[config.mk]
export PLATFORM = sky130hd
export DESIGN_NAME = reloj_base_tiempo_flat
export DESIGN_NICKNAME = d
export VERILOG_FILES = /design/src/rtl/reloj_base_tiempo_pkg.sv /design/src/rtl/reloj_base_tiempo_if.sv /design/src/rtl/reloj_base_tiempo_contador_mod.sv /design/src/rtl/reloj_base_tiempo.sv /design/src/flat_wrapper.sv
export SDC_FILE = /design/constraint.sdc
export NUM_CORES = 1
export LEC_CHECK = 0
export BUFFER_PORTS_ARGS = -buffer_cell sky130_fd_sc_hd__buf_2
export CAP_MARGIN = 20
export CORE_MARGIN = 2
export CORE_UTILIZATION = 46
export DETAILED_ROUTE_END_ITERATION = 12
export PLACE_DENSITY = 0.72
export SETUP_SLACK_MARGIN = 0.1
export SYNTH_ARGS = -nofsm -noshare
export SYNTH_HDL_FRONTEND = slang
export SYNTH_HIERARCHICAL = 1
export SYNTH_SLANG_ARGS = --single-unit
[constraint.sdc]
create_clock -name CLK -period 3.7 [get_ports CLK]
set_clock_uncertainty 0.05 [all_clocks]
set_input_delay 0.37 -clock CLK [delete_from_list [all_inputs] [get_ports CLK]]
set_output_delay 0.37 -clock CLK [all_outputs]
set_load 0.01 [all_outputs]
[src/rtl/reloj_base_tiempo_pkg.sv]
// Shared types and constants for the clock timekeeping core.
// Latency: n/a (declarations only).
// Backpressure: n/a (declarations only).
package reloj_pkg;

    typedef enum logic [2:0] {
        RUN       = 3'd0,
        SET_HOUR  = 3'd1,
        SET_MIN   = 3'd2,
        SET_AHOUR = 3'd3,
        SET_AMIN  = 3'd4
    } state_e;

    localparam int MAX_SEC  = 59;
    localparam int MAX_MIN  = 59;
    localparam int MAX_HOUR = 23;

    localparam int W_SEC  = 6;
    localparam int W_MIN  = 6;
    localparam int W_HOUR = 5;
    localparam int W_RING = 6;

    // MODE button walks the set-mode ring in a fixed order
    function automatic state_e next_state(input state_e s);
        case (s)
            RUN:       return SET_HOUR;
            SET_HOUR:  return SET_MIN;
            SET_MIN:   return SET_AHOUR;
            SET_AHOUR: return SET_AMIN;
            default:   return RUN;
        endcase
    endfunction

endpackage

[src/rtl/reloj_base_tiempo_if.sv]
// Button inputs and display/buzzer outputs of the timekeeping core.
// Latency: n/a (wiring only).
// Backpressure: none; buttons are levels, outputs are always valid.
interface reloj_base_tiempo_if;
    import reloj_pkg::*;

    logic              BTN_MODE;
    logic              BTN_INC;
    logic [W_SEC-1:0]  SEC;
    logic [W_MIN-1:0]  MIN;
    logic [W_HOUR-1:0] HOUR;
    logic [W_MIN-1:0]  AMIN;
    logic [W_HOUR-1:0] AHOUR;
    logic              ALARM;
    logic              ALARM_EN;
    logic              RING;
    logic [2:0]        STATE;

    modport master (
        output BTN_MODE, BTN_INC,
        input  SEC, MIN, HOUR, AMIN, AHOUR, ALARM, ALARM_EN, RING, STATE
    );

    modport slave (
        input  BTN_MODE, BTN_INC,
        output SEC, MIN, HOUR, AMIN, AHOUR, ALARM, ALARM_EN, RING, STATE
    );

endinterface

[src/rtl/reloj_base_tiempo_contador_mod.sv]
// Modulo-N counter with synchronous clear and a combinational carry-out.
// Latency: value updates on the edge where inc/clr is sampled; carry is same-cycle.
// Backpressure: none; clr has priority over inc.
module contador_mod #(
    parameter int N = 60,
    parameter int W = 6
) (
    input  logic         CLK,
    input  logic         RST_N,
    input  logic         inc,
    input  logic         clr,
    output logic [W-1:0] value,
    output logic         carry
);

    localparam logic [W-1:0] TOP = W'(N - 1);

    logic [W-1:0] value_q;
    logic [W-1:0] value_d;

    // next count: clear wins, otherwise step and wrap at N-1
    always_comb begin
        value_d = value_q;
        if (clr) begin
            value_d = '0;
        end else if (inc) begin
            value_d = (value_q == TOP) ? '0 : value_q + W'(1);
        end
    end

    // count register
    always_ff @(posedge CLK or negedge RST_N) begin
        if (!RST_N) begin
            value_q <= '0;
        end else begin
            value_q <= value_d;
        end
    end

    assign value = value_q;
    assign carry = inc && (value_q == TOP);

endmodule

[src/rtl/reloj_base_tiempo.sv]
// Clock core: 1 Hz prescaler, time/alarm counters, set-mode FSM, alarm ringer.
// Latency: every output is registered; a press or tick shows one edge later.
// Backpressure: none; button presses are edge-detected levels, one action each.
module reloj_base_tiempo #(
    parameter int CLK_HZ    = 50000000,
    parameter int RING_SECS = 60
) (
    input logic CLK,
    input logic RST_N,
    reloj_base_tiempo_if.slave bus
);
    import reloj_pkg::*;

    localparam int                W_PRE     = $clog2(CLK_HZ);
    localparam logic [W_PRE-1:0]  PRE_TOP   = W_PRE'(CLK_HZ - 1);
    localparam logic [W_RING-1:0] RING_LOAD = W_RING'(RING_SECS);

    logic [W_PRE-1:0]  pre_q, pre_d;
    state_e            state_q, state_d;
    logic              alarm_en_q, alarm_en_d;
    logic              ring_q, ring_d;
    logic [W_RING-1:0] ring_cnt_q, ring_cnt_d;
    logic              alarm_q, alarm_d;
    logic              mode_prev_q, inc_prev_q;
    // blocks presses on the first edge after reset so a held button is ignored
    logic              armed_q;

    logic              tick, mode_press, inc_press, silence, mode_act, inc_act;
    logic              leave_set_min, time_run, alarm_hit, match_min, match_hour;
    logic              sec_inc, min_inc, hour_inc, amin_inc, ahour_inc;
    logic              sec_carry, min_carry, hour_carry;
    logic              unused_amin_carry, unused_ahour_carry;
    logic [W_SEC-1:0]  sec_val;
    logic [W_MIN-1:0]  min_val, amin_val;
    logic [W_HOUR-1:0] hour_val, ahour_val;

    // press decode and counter enables; a press while ringing only silences
    always_comb begin
        tick          = (pre_q == PRE_TOP);
        mode_press    = armed_q && bus.BTN_MODE && !mode_prev_q;
        inc_press     = armed_q && bus.BTN_INC && !inc_prev_q;
        silence       = ring_q && (mode_press || inc_press);
        mode_act      = mode_press && !ring_q;
        inc_act       = inc_press && !mode_press && !ring_q;
        leave_set_min = mode_act && (state_q == SET_MIN);
        time_run      = (state_q == RUN) || (state_q == SET_AHOUR) || (state_q == SET_AMIN);
        sec_inc       = tick && time_run;
        min_inc       = sec_carry || (inc_act && (state_q == SET_MIN));
        hour_inc      = (min_carry && time_run) || (inc_act && (state_q == SET_HOUR));
        amin_inc      = inc_act && (state_q == SET_AMIN);
        ahour_inc     = inc_act && (state_q == SET_AHOUR);
    end

    contador_mod #(.N(MAX_SEC + 1), .W(W_SEC)) u_sec (
        .CLK(CLK), .RST_N(RST_N), .inc(sec_inc), .clr(leave_set_min),
        .value(sec_val), .carry(sec_carry));
    contador_mod #(.N(MAX_MIN + 1), .W(W_MIN)) u_min (
        .CLK(CLK), .RST_N(RST_N), .inc(min_inc), .clr(1'b0),
        .value(min_val), .carry(min_carry));
    contador_mod #(.N(MAX_HOUR + 1), .W(W_HOUR)) u_hour (
        .CLK(CLK), .RST_N(RST_N), .inc(hour_inc), .clr(1'b0),
        .value(hour_val), .carry(hour_carry));
    contador_mod #(.N(MAX_MIN + 1), .W(W_MIN)) u_amin (
        .CLK(CLK), .RST_N(RST_N), .inc(amin_inc), .clr(1'b0),
        .value(amin_val), .carry(unused_amin_carry));
    contador_mod #(.N(MAX_HOUR + 1), .W(W_HOUR)) u_ahour (
        .CLK(CLK), .RST_N(RST_N), .inc(ahour_inc), .clr(1'b0),
        .value(ahour_val), .carry(unused_ahour_carry));

    // alarm compares against the time this tick produces, i.e. HH:MM:00 after rollover
    always_comb begin
        match_min  = min_carry ? (amin_val == '0) : (amin_val == min_val + W_MIN'(1));
        if (hour_carry) begin
            match_hour = (ahour_val == '0);
        end else if (min_carry) begin
            match_hour = (ahour_val == hour_val + W_HOUR'(1));
        end else begin
            match_hour = (ahour_val == hour_val);
        end
        alarm_hit = (state_q == RUN) && alarm_en_q && sec_carry && match_min && match_hour;
    end

    // FSM, alarm enable, prescaler and ringer next-state
    always_comb begin
        state_d    = mode_act ? next_state(state_q) : state_q;
        alarm_en_d = alarm_en_q ^ (inc_act && (state_q == RUN));
        pre_d      = (tick || leave_set_min) ? '0 : pre_q + W_PRE'(1);
        ring_d     = ring_q;
        ring_cnt_d = ring_cnt_q;
        if (ring_q && tick) begin
            ring_cnt_d = ring_cnt_q - W_RING'(1);
            if (ring_cnt_q == W_RING'(1)) begin
                ring_d = 1'b0;
            end
        end
        if (alarm_hit) begin
            ring_d     = 1'b1;
            ring_cnt_d = RING_LOAD;
        end
        if (silence || (state_d != RUN) || !alarm_en_d) begin
            ring_d = 1'b0;
        end
        alarm_d = (state_d == SET_AHOUR) || (state_d == SET_AMIN);
    end

    // control registers
    always_ff @(posedge CLK or negedge RST_N) begin
        if (!RST_N) begin
            pre_q       <= '0;
            state_q     <= RUN;
            alarm_en_q  <= 1'b0;
            ring_q      <= 1'b0;
            ring_cnt_q  <= '0;
            alarm_q     <= 1'b0;
            mode_prev_q <= 1'b0;
            inc_prev_q  <= 1'b0;
            armed_q     <= 1'b0;
        end else begin
            pre_q       <= pre_d;
            state_q     <= state_d;
            alarm_en_q  <= alarm_en_d;
            ring_q      <= ring_d;
            ring_cnt_q  <= ring_cnt_d;
            alarm_q     <= alarm_d;
            mode_prev_q <= bus.BTN_MODE;
            inc_prev_q  <= bus.BTN_INC;
            armed_q     <= 1'b1;
        end
    end

    assign bus.SEC      = sec_val;
    assign bus.MIN      = min_val;
    assign bus.HOUR     = hour_val;
    assign bus.AMIN     = amin_val;
    assign bus.AHOUR    = ahour_val;
    assign bus.ALARM    = alarm_q;
    assign bus.ALARM_EN = alarm_en_q;
    assign bus.RING     = ring_q;
    assign bus.STATE    = state_q;

endmodule

[src/flat_wrapper.sv]
// flat-port wrapper written by rule: the top's interface ports become plain ports
module reloj_base_tiempo_flat import reloj_pkg::*;
#(
    parameter int CLK_HZ    = 50000000,
    parameter int RING_SECS = 60
)
  (CLK, RST_N, bus_BTN_MODE, bus_BTN_INC, bus_SEC, bus_MIN, bus_HOUR, bus_AMIN, bus_AHOUR, bus_ALARM, bus_ALARM_EN, bus_RING, bus_STATE);
  reloj_base_tiempo_if bus_i ();
  input logic CLK;
  input logic RST_N;
  input wire logic [$bits(bus_i.BTN_MODE)-1:0] bus_BTN_MODE;
  input wire logic [$bits(bus_i.BTN_INC)-1:0] bus_BTN_INC;
  output wire logic [$bits(bus_i.SEC)-1:0] bus_SEC;
  output wire logic [$bits(bus_i.MIN)-1:0] bus_MIN;
  output wire logic [$bits(bus_i.HOUR)-1:0] bus_HOUR;
  output wire logic [$bits(bus_i.AMIN)-1:0] bus_AMIN;
  output wire logic [$bits(bus_i.AHOUR)-1:0] bus_AHOUR;
  output wire logic [$bits(bus_i.ALARM)-1:0] bus_ALARM;
  output wire logic [$bits(bus_i.ALARM_EN)-1:0] bus_ALARM_EN;
  output wire logic [$bits(bus_i.RING)-1:0] bus_RING;
  output wire logic [$bits(bus_i.STATE)-1:0] bus_STATE;
  assign bus_i.BTN_MODE = bus_BTN_MODE;
  assign bus_i.BTN_INC = bus_BTN_INC;
  assign bus_SEC = bus_i.SEC;
  assign bus_MIN = bus_i.MIN;
  assign bus_HOUR = bus_i.HOUR;
  assign bus_AMIN = bus_i.AMIN;
  assign bus_AHOUR = bus_i.AHOUR;
  assign bus_ALARM = bus_i.ALARM;
  assign bus_ALARM_EN = bus_i.ALARM_EN;
  assign bus_RING = bus_i.RING;
  assign bus_STATE = bus_i.STATE;
  reloj_base_tiempo #(.CLK_HZ(CLK_HZ), .RING_SECS(RING_SECS)) u_core (.CLK(CLK), .RST_N(RST_N), .bus(bus_i));
endmodule
Word-level counts from Yosys, hierarchy flattened:

Cells that the tools add are included.

* register bits after elaboration: 69
* input bits: 4
* word-level logic and storage cells: 104

* $add $sub $neg: 7
* equality and inequality tests: 16
* mux-type cells: 19
* bitwise gates (word level): 1
* reductions and logical operators: 47

Operators with widths (number)
* $mux W6: 7
* $add A26 B1 Y26 const B: 1
* $eq A26 B26 Y1 const B: 1
* $mux W26: 1
* $logic_and A1 B1 Y1: 24
* $add A6 B1 Y6 const B: 3
* $eq A6 B6 Y1 const B: 3
* $pmux W3 S4: 1
* $add A5 B1 Y5 const B: 2
* $eq A5 B5 Y1: 2
* $eq A5 B5 Y1 const B: 2
* $mux W5: 2
* $eq A3 B2 Y1 const B: 3
* $logic_or A1 B1 Y1: 9
* $reduce_bool A3 Y1: 3
* $mux W1: 7
* $eq A3 B3 Y1 const B: 2
* $eq A6 B1 Y1 const B: 1
* $eq A6 B6 Y1: 1
* $logic_not A6 Y1: 1
* $sub A6 B1 Y6 const B: 1
* $logic_not A1 Y1: 5
* $logic_not A5 Y1: 1
* $reduce_bool A2 Y1: 2
* other kinds (5): 5

Longest topological paths before layout:

* depth in word-level cells: 15
* mapped depth: 20

Modules after synthesis:

The synthesis kept the hierarchy.

By module, submodules not included
* reloj_base_tiempo: instances 1, cells each 274, area each 2682.6 µm², sequential area each 1026.0 µm²
* contador_mod at u_core.u_amin ...: instances 3, cells each 33, area each 329.1 µm², sequential area each 150.1 µm²
* contador_mod at u_core.u_ahour ...: instances 2, cells each 24, area each 262.8 µm², sequential area each 125.1 µm²

Least setup slack after synthesis:

Ideal clock, no wire load.

* path kind: register to register
* start point: reg u_core.pre_q[11]
* end point: reg u_core.ring_cnt_q[3]
* library setup time: 0.142 ns
* data arrival time: 3.719 ns
* data required time: 3.508 ns
* setup slack: -0.211 ns
* stages on the path, launching flop included: 20
* clock period less this slack: 3.911 ns
* path through: dfrtp_1 nor4_1 nand3_1 or3_1 nor2_1 nand2_1 nor2b_1 a31o_2 nand2_1 nor2b_1 buf_2 inv_1 o32ai_1 buf_2 nand4_1 nor2_1 o21ai_0 and3_1 a31oi_1 o211ai_1

* longest elaborated chain between the ends: 11
* elaborated cells between the ends (all ways): 17

RTL lines
* from (decl): RTL line reloj_base_tiempo.sv:18 `logic [W_PRE-1:0] pre_q, pre_d;`
* from (signal assigned): RTL line reloj_base_tiempo.sv:119 `pre_q <= pre_d;`
* $eq A26 B26 Y1 *: RTL line reloj_base_tiempo.sv:39 `tick = (pre_q == PRE_TOP);`
* $logic_and A1 B1 Y1 *: RTL line reloj_base_tiempo.sv:47 `sec_inc = tick && time_run;`
* net u_core.sec_inc: RTL line reloj_base_tiempo.sv:30 `logic sec_inc, min_inc, hour_inc, amin_inc, ahour_inc;`
* $logic_and A1 B1 Y1 *: RTL line reloj_base_tiempo_contador_mod.sv:41 `assign carry = inc && (value_q == TOP);`
* net u_core.sec_carry: RTL line reloj_base_tiempo.sv:31 `logic sec_carry, min_carry, hour_carry;`
* $logic_or A1 B1 Y1 *: RTL line reloj_base_tiempo.sv:48 `min_inc = sec_carry || (inc_act && (state_q == SET_MIN));`
* net u_core.min_inc: RTL line reloj_base_tiempo.sv:30
* $logic_and A1 B1 Y1 *: RTL line reloj_base_tiempo_contador_mod.sv:41
* net u_core.min_carry: RTL line reloj_base_tiempo.sv:31
* $logic_and A1 B1 Y1 *: RTL line reloj_base_tiempo.sv:49 `hour_inc = (min_carry && time_run) || (inc_act && (state_q == SET_HOUR));`
* $logic_or A1 B1 Y1 *: RTL line reloj_base_tiempo.sv:49
* net u_core.hour_inc: RTL line reloj_base_tiempo.sv:30
* $logic_and A1 B1 Y1 *: RTL line reloj_base_tiempo_contador_mod.sv:41
* net u_core.hour_carry: RTL line reloj_base_tiempo.sv:31
* $mux W1 *: RTL line reloj_base_tiempo.sv:73 `if (hour_carry) begin`
* $logic_and A1 B1 Y1 *: RTL line reloj_base_tiempo.sv:80 `alarm_hit = (state_q == RUN) && alarm_en_q && sec_carry && match_min && match_hour;`
* $mux W6 or $reduce_bool A2 Y1 (tied branches)
* to (signal assigned): RTL line reloj_base_tiempo.sv:123 `ring_cnt_q <= ring_cnt_d;`
* to (decl): RTL line reloj_base_tiempo.sv:22 `logic [W_RING-1:0] ring_cnt_q, ring_cnt_d;`

The timed path passes the listed nets; every way through them passes the cells marked *.
A chain may end at the register's enable or synchronous reset.

Worst setup path after layout:

* start point: reg u_core.pre_q[3]
* end point: reg u_core.ring_cnt_q[5]

Same word-level chain as after synthesis.

==> metrics list <==
- Run status: finished clean
- Vias per Instance: between 5 and 6
* Total number of vias: 3,453
- Yosys printed 6 warnings.
- Ratio of cells with drive above 1 in the final layout: 24.9%
* Cell Area, Synth: ~4200 um^2
- The floorplan step set the die width to approximately 100 um.
* Highest metal layer used by the detailed router: met4
- Element type at the critical path start: flop
* Wire length of the first global-routing pass: about 15,000 um
* Die outline height: 99.3 um
- The clock passes through at most 2 buffers.
- After detailed routing, the average wire length per cell comes to 15.3 um.
* Instance area at placement: 4640 um^2
- The clock net in this run drives a total of 69 sinks.
- The cell sitting at the root of the clock tree is a sky130_fd_sc_hd__clkbuf_8.
- For this block, the initial DRC count from the detailed router was between 150 and 200.
* Maximum number of pins on one net before global-route repair: 31
- Summed over all nets, wire length on met3 after detailed routing comes to 341 um.
- Synthesized area divided by synthesized cell count: 10.0 um^2
- Min cycle time layout: 3.40 ns
- Data arrival time of the worst path: ~3.6 ns
* Worst Max-Slew Pin Slew: around 0.71 ns
* Hold path cells: 1
- Counting cells, the worst reg-to-reg path comes to 17.
- The worst setup path is captured at a flop.
- Input/output buffers: 37
- The routed design has 9390 um of wire.
- The worst path meets setup with between 0.2 and 0.3 ns of slack.
- The layout has 747 filler cells.
* Routability congestion estimate from global placement: ~0.87
* Number of antenna violations at the first check in global routing: 0
* Detailed-route DRC error count: 0
- H-tree levels: 3
- Estimated wirelength of the detail-placed design: between 6000 and 7000 um
* Worst Setup Slack post-DPL: -0.0844 ns
* Antenna-violating nets left: 0
- For hold timing, the worst endpoint is u_core/inc_prev_q.
* Vias in the first global route: ~3,300
- Maximum fanout along the worst path: 5
- CTS Buf Count: 9
- The tightest min-delay check is of the in2reg type.
- After clock tree synthesis, the clock-pin slew on the worst setup and hold paths is about 0.08 ns.
* Total congestion overflow after global routing: 0
* Setup Crit Path Kind: reg2reg
- In the global route stage, overall resource usage came out at between 10% and 20%.
* Max Cap Viol: 0
- Post-synthesis instance total: around 420
- Unrepaired setup endpoints after global routing: no
- Number of antenna repair diodes: 0
* Final Instance Area: 5020 um^2
- Cell area power density: 439 nW/um^2
- The final hold violation count is 0.
* Initial cell density of the core: between 40% and 50%
- The worst register-to-register path has a setup slack of roughly 0.30 ns.
- Max IR drop VDD: around 0.23 mV
- TritonCTS clock tree: built
- Number of nets in the layout: slightly above 500
- Setup violations remaining at the end of the flow were counted as 0.
* Core Box Area: about 8800 um^2
* Floorplan row count: 34
- Beginning of the worst register-to-register path: u_core/pre_q[3]
* Pre-antenna DRT Iters: 4
* Met2 WL: about 4800 um
* Post-synthesis to final-layout area growth: 20.1%
- The die covers just under 10,000 um^2.
* Data required time at the worst endpoint: roughly 3.9 ns
- Pin placement for this block handled 38 I/O pins.
- For this run, the top clock speed supported by timing is between 0.2 and 0.3 GHz.
* Critical hold path startpoint: bus_BTN_INC
- The count of pins over their slew limit was 0.
* Worst slew margin relative to its limit: 52.0%
- Met1 Routed Length: 4180 um
- The worst register-to-register path ends at u_core/ring_cnt_q[5].
- Of the available clock period, the critical path in the final layout requires between 90% and 100%.
* Source-to-sink clock delay at the later pin of the worst-skew pair: roughly 0.34 ns
* Lkg Pwr: 2.34 nW
## flip-flops by register name, indices dropped and copies added (netlist names), 3 cells and up
name                  count
u_core/u_hour/value       5
u_core/u_amin/value       6
u_core/bus.STATE          3
u_core/pre_q             26
u_core/u_sec/value        6
u_core/ring_cnt_q         6
u_core/u_min/value        6
u_core/u_ahour/value      5
## cell usage in the layout, fill, tap and decap left out, types with 11 or more instances in the layout
cell / count
sky130_fd_sc_hd__nand3_1: 30
sky130_fd_sc_hd__nor2_1: 35
sky130_fd_sc_hd__conb_1: 27
sky130_fd_sc_hd__mux2i_1: 11
sky130_fd_sc_hd__o21ai_0: 11
sky130_fd_sc_hd__xor2_1: 24
sky130_fd_sc_hd__xnor2_1: 17
sky130_fd_sc_hd__nor2_2: 11
sky130_fd_sc_hd__buf_4: 21
sky130_fd_sc_hd__dfrtp_1: 69
sky130_fd_sc_hd__buf_2: 37
sky130_fd_sc_hd__and3_1: 12
sky130_fd_sc_hd__nand2_1: 25
sky130_fd_sc_hd__nand4_1: 16
## stage by stage
step | utilization [%] | hold slack [ns] | instances | setup TNS, ns | total power (W)
after floorplan | - | 0.0244 | 443 | 0 | 0.00127
after global placement | 52.7 | 0.455 | 588 | 0 | 0.00142
after detailed placement | 52.9 | 0.324 | 589 | -0.331 | 0.00144
after CTS | 56.1 | 0.0856 | 607 | 0 | 0.00221
after global routing | 57.3 | 0.0955 | 615 | 0 | 0.00232
final | 57.3 | 0.101 | 615 | 0 | 0.00220
## metal layers
layer	track usage, %	vias to the layer above
met4	4.11	0
met3	4.36	8
met2	34.3	73
li1	-	1673
met5	0	-
met1	23.8	1699
## power by group
part / internal [W] / switching (W)
logic: 0.000206 / 0.000258
registers: 0.000845 / 0.000123
clock network: 0.000469 / 0.000301
## worst max-delay path by stage
stage | startpoint | end
finish | u_core/pre_q[3] | u_core/ring_cnt_q[5]
global route | u_core/pre_q[18] | u_core/ring_cnt_q[5]
CTS | u_core/pre_q[18] | u_core/ring_cnt_q[3]
detailed placement | u_core/pre_q[10] | u_core/ring_cnt_q[3]
global placement | u_core/pre_q[10] | u_core/ring_cnt_q[3]
floorplan | u_core/pre_q[16] | u_core/ring_cnt_q[3]
## layout make-up
| class | instances | area, um^2 | area share [%] |
|---|---|---|---|
| Multi-Input combinational cell | 353 | 2490 | 49.7 |
| Sequential cell | 69 | 1730 | 34.4 |
| Timing Repair Buffer | 61 | 384 | 7.65 |
| Clock buffer | 11 | 141 | 2.82 |
| Tap cell | 108 | 135 | 2.69 |
| Clock inverter | 5 | 108 | 2.14 |
| Inverter | 8 | 30.0 | 0.598 |
## repair_timing
item / in CTS / in global routing
endpoints found under the hold margin: 19 / 0
hold buffers: 1 / 0
setup endpoints to repair: 7 / 7
pin swaps: 3 / 8
setup buffers: 1 / 8
resized for setup: 2 / 12
cloned: 0 / 0
## critical path, cell delays in order, from the launching register on
cell and delay (ns):
sky130_fd_sc_hd__dfrtp_1 0.41, sky130_fd_sc_hd__and4_4 0.27, sky130_fd_sc_hd__nand3_2 0.12, sky130_fd_sc_hd__or3_4 0.43
sky130_fd_sc_hd__nor2_4 0.10, sky130_fd_sc_hd__nand2_2 0.09, sky130_fd_sc_hd__nor2b_4 0.15, sky130_fd_sc_hd__a31o_4 0.13
sky130_fd_sc_hd__nand2_2 0.09, sky130_fd_sc_hd__nor2b_4 0.13, sky130_fd_sc_hd__inv_1 0.08, sky130_fd_sc_hd__o32ai_2 0.29
sky130_fd_sc_hd__nand4_1 0.16, sky130_fd_sc_hd__nor2_2 0.17, sky130_fd_sc_hd__o21ai_2 0.08, sky130_fd_sc_hd__and2_4 0.16
sky130_fd_sc_hd__a31oi_4 0.24, sky130_fd_sc_hd__o211ai_1 0.13
Note: power is estimated with default switching activity, not from simulation.
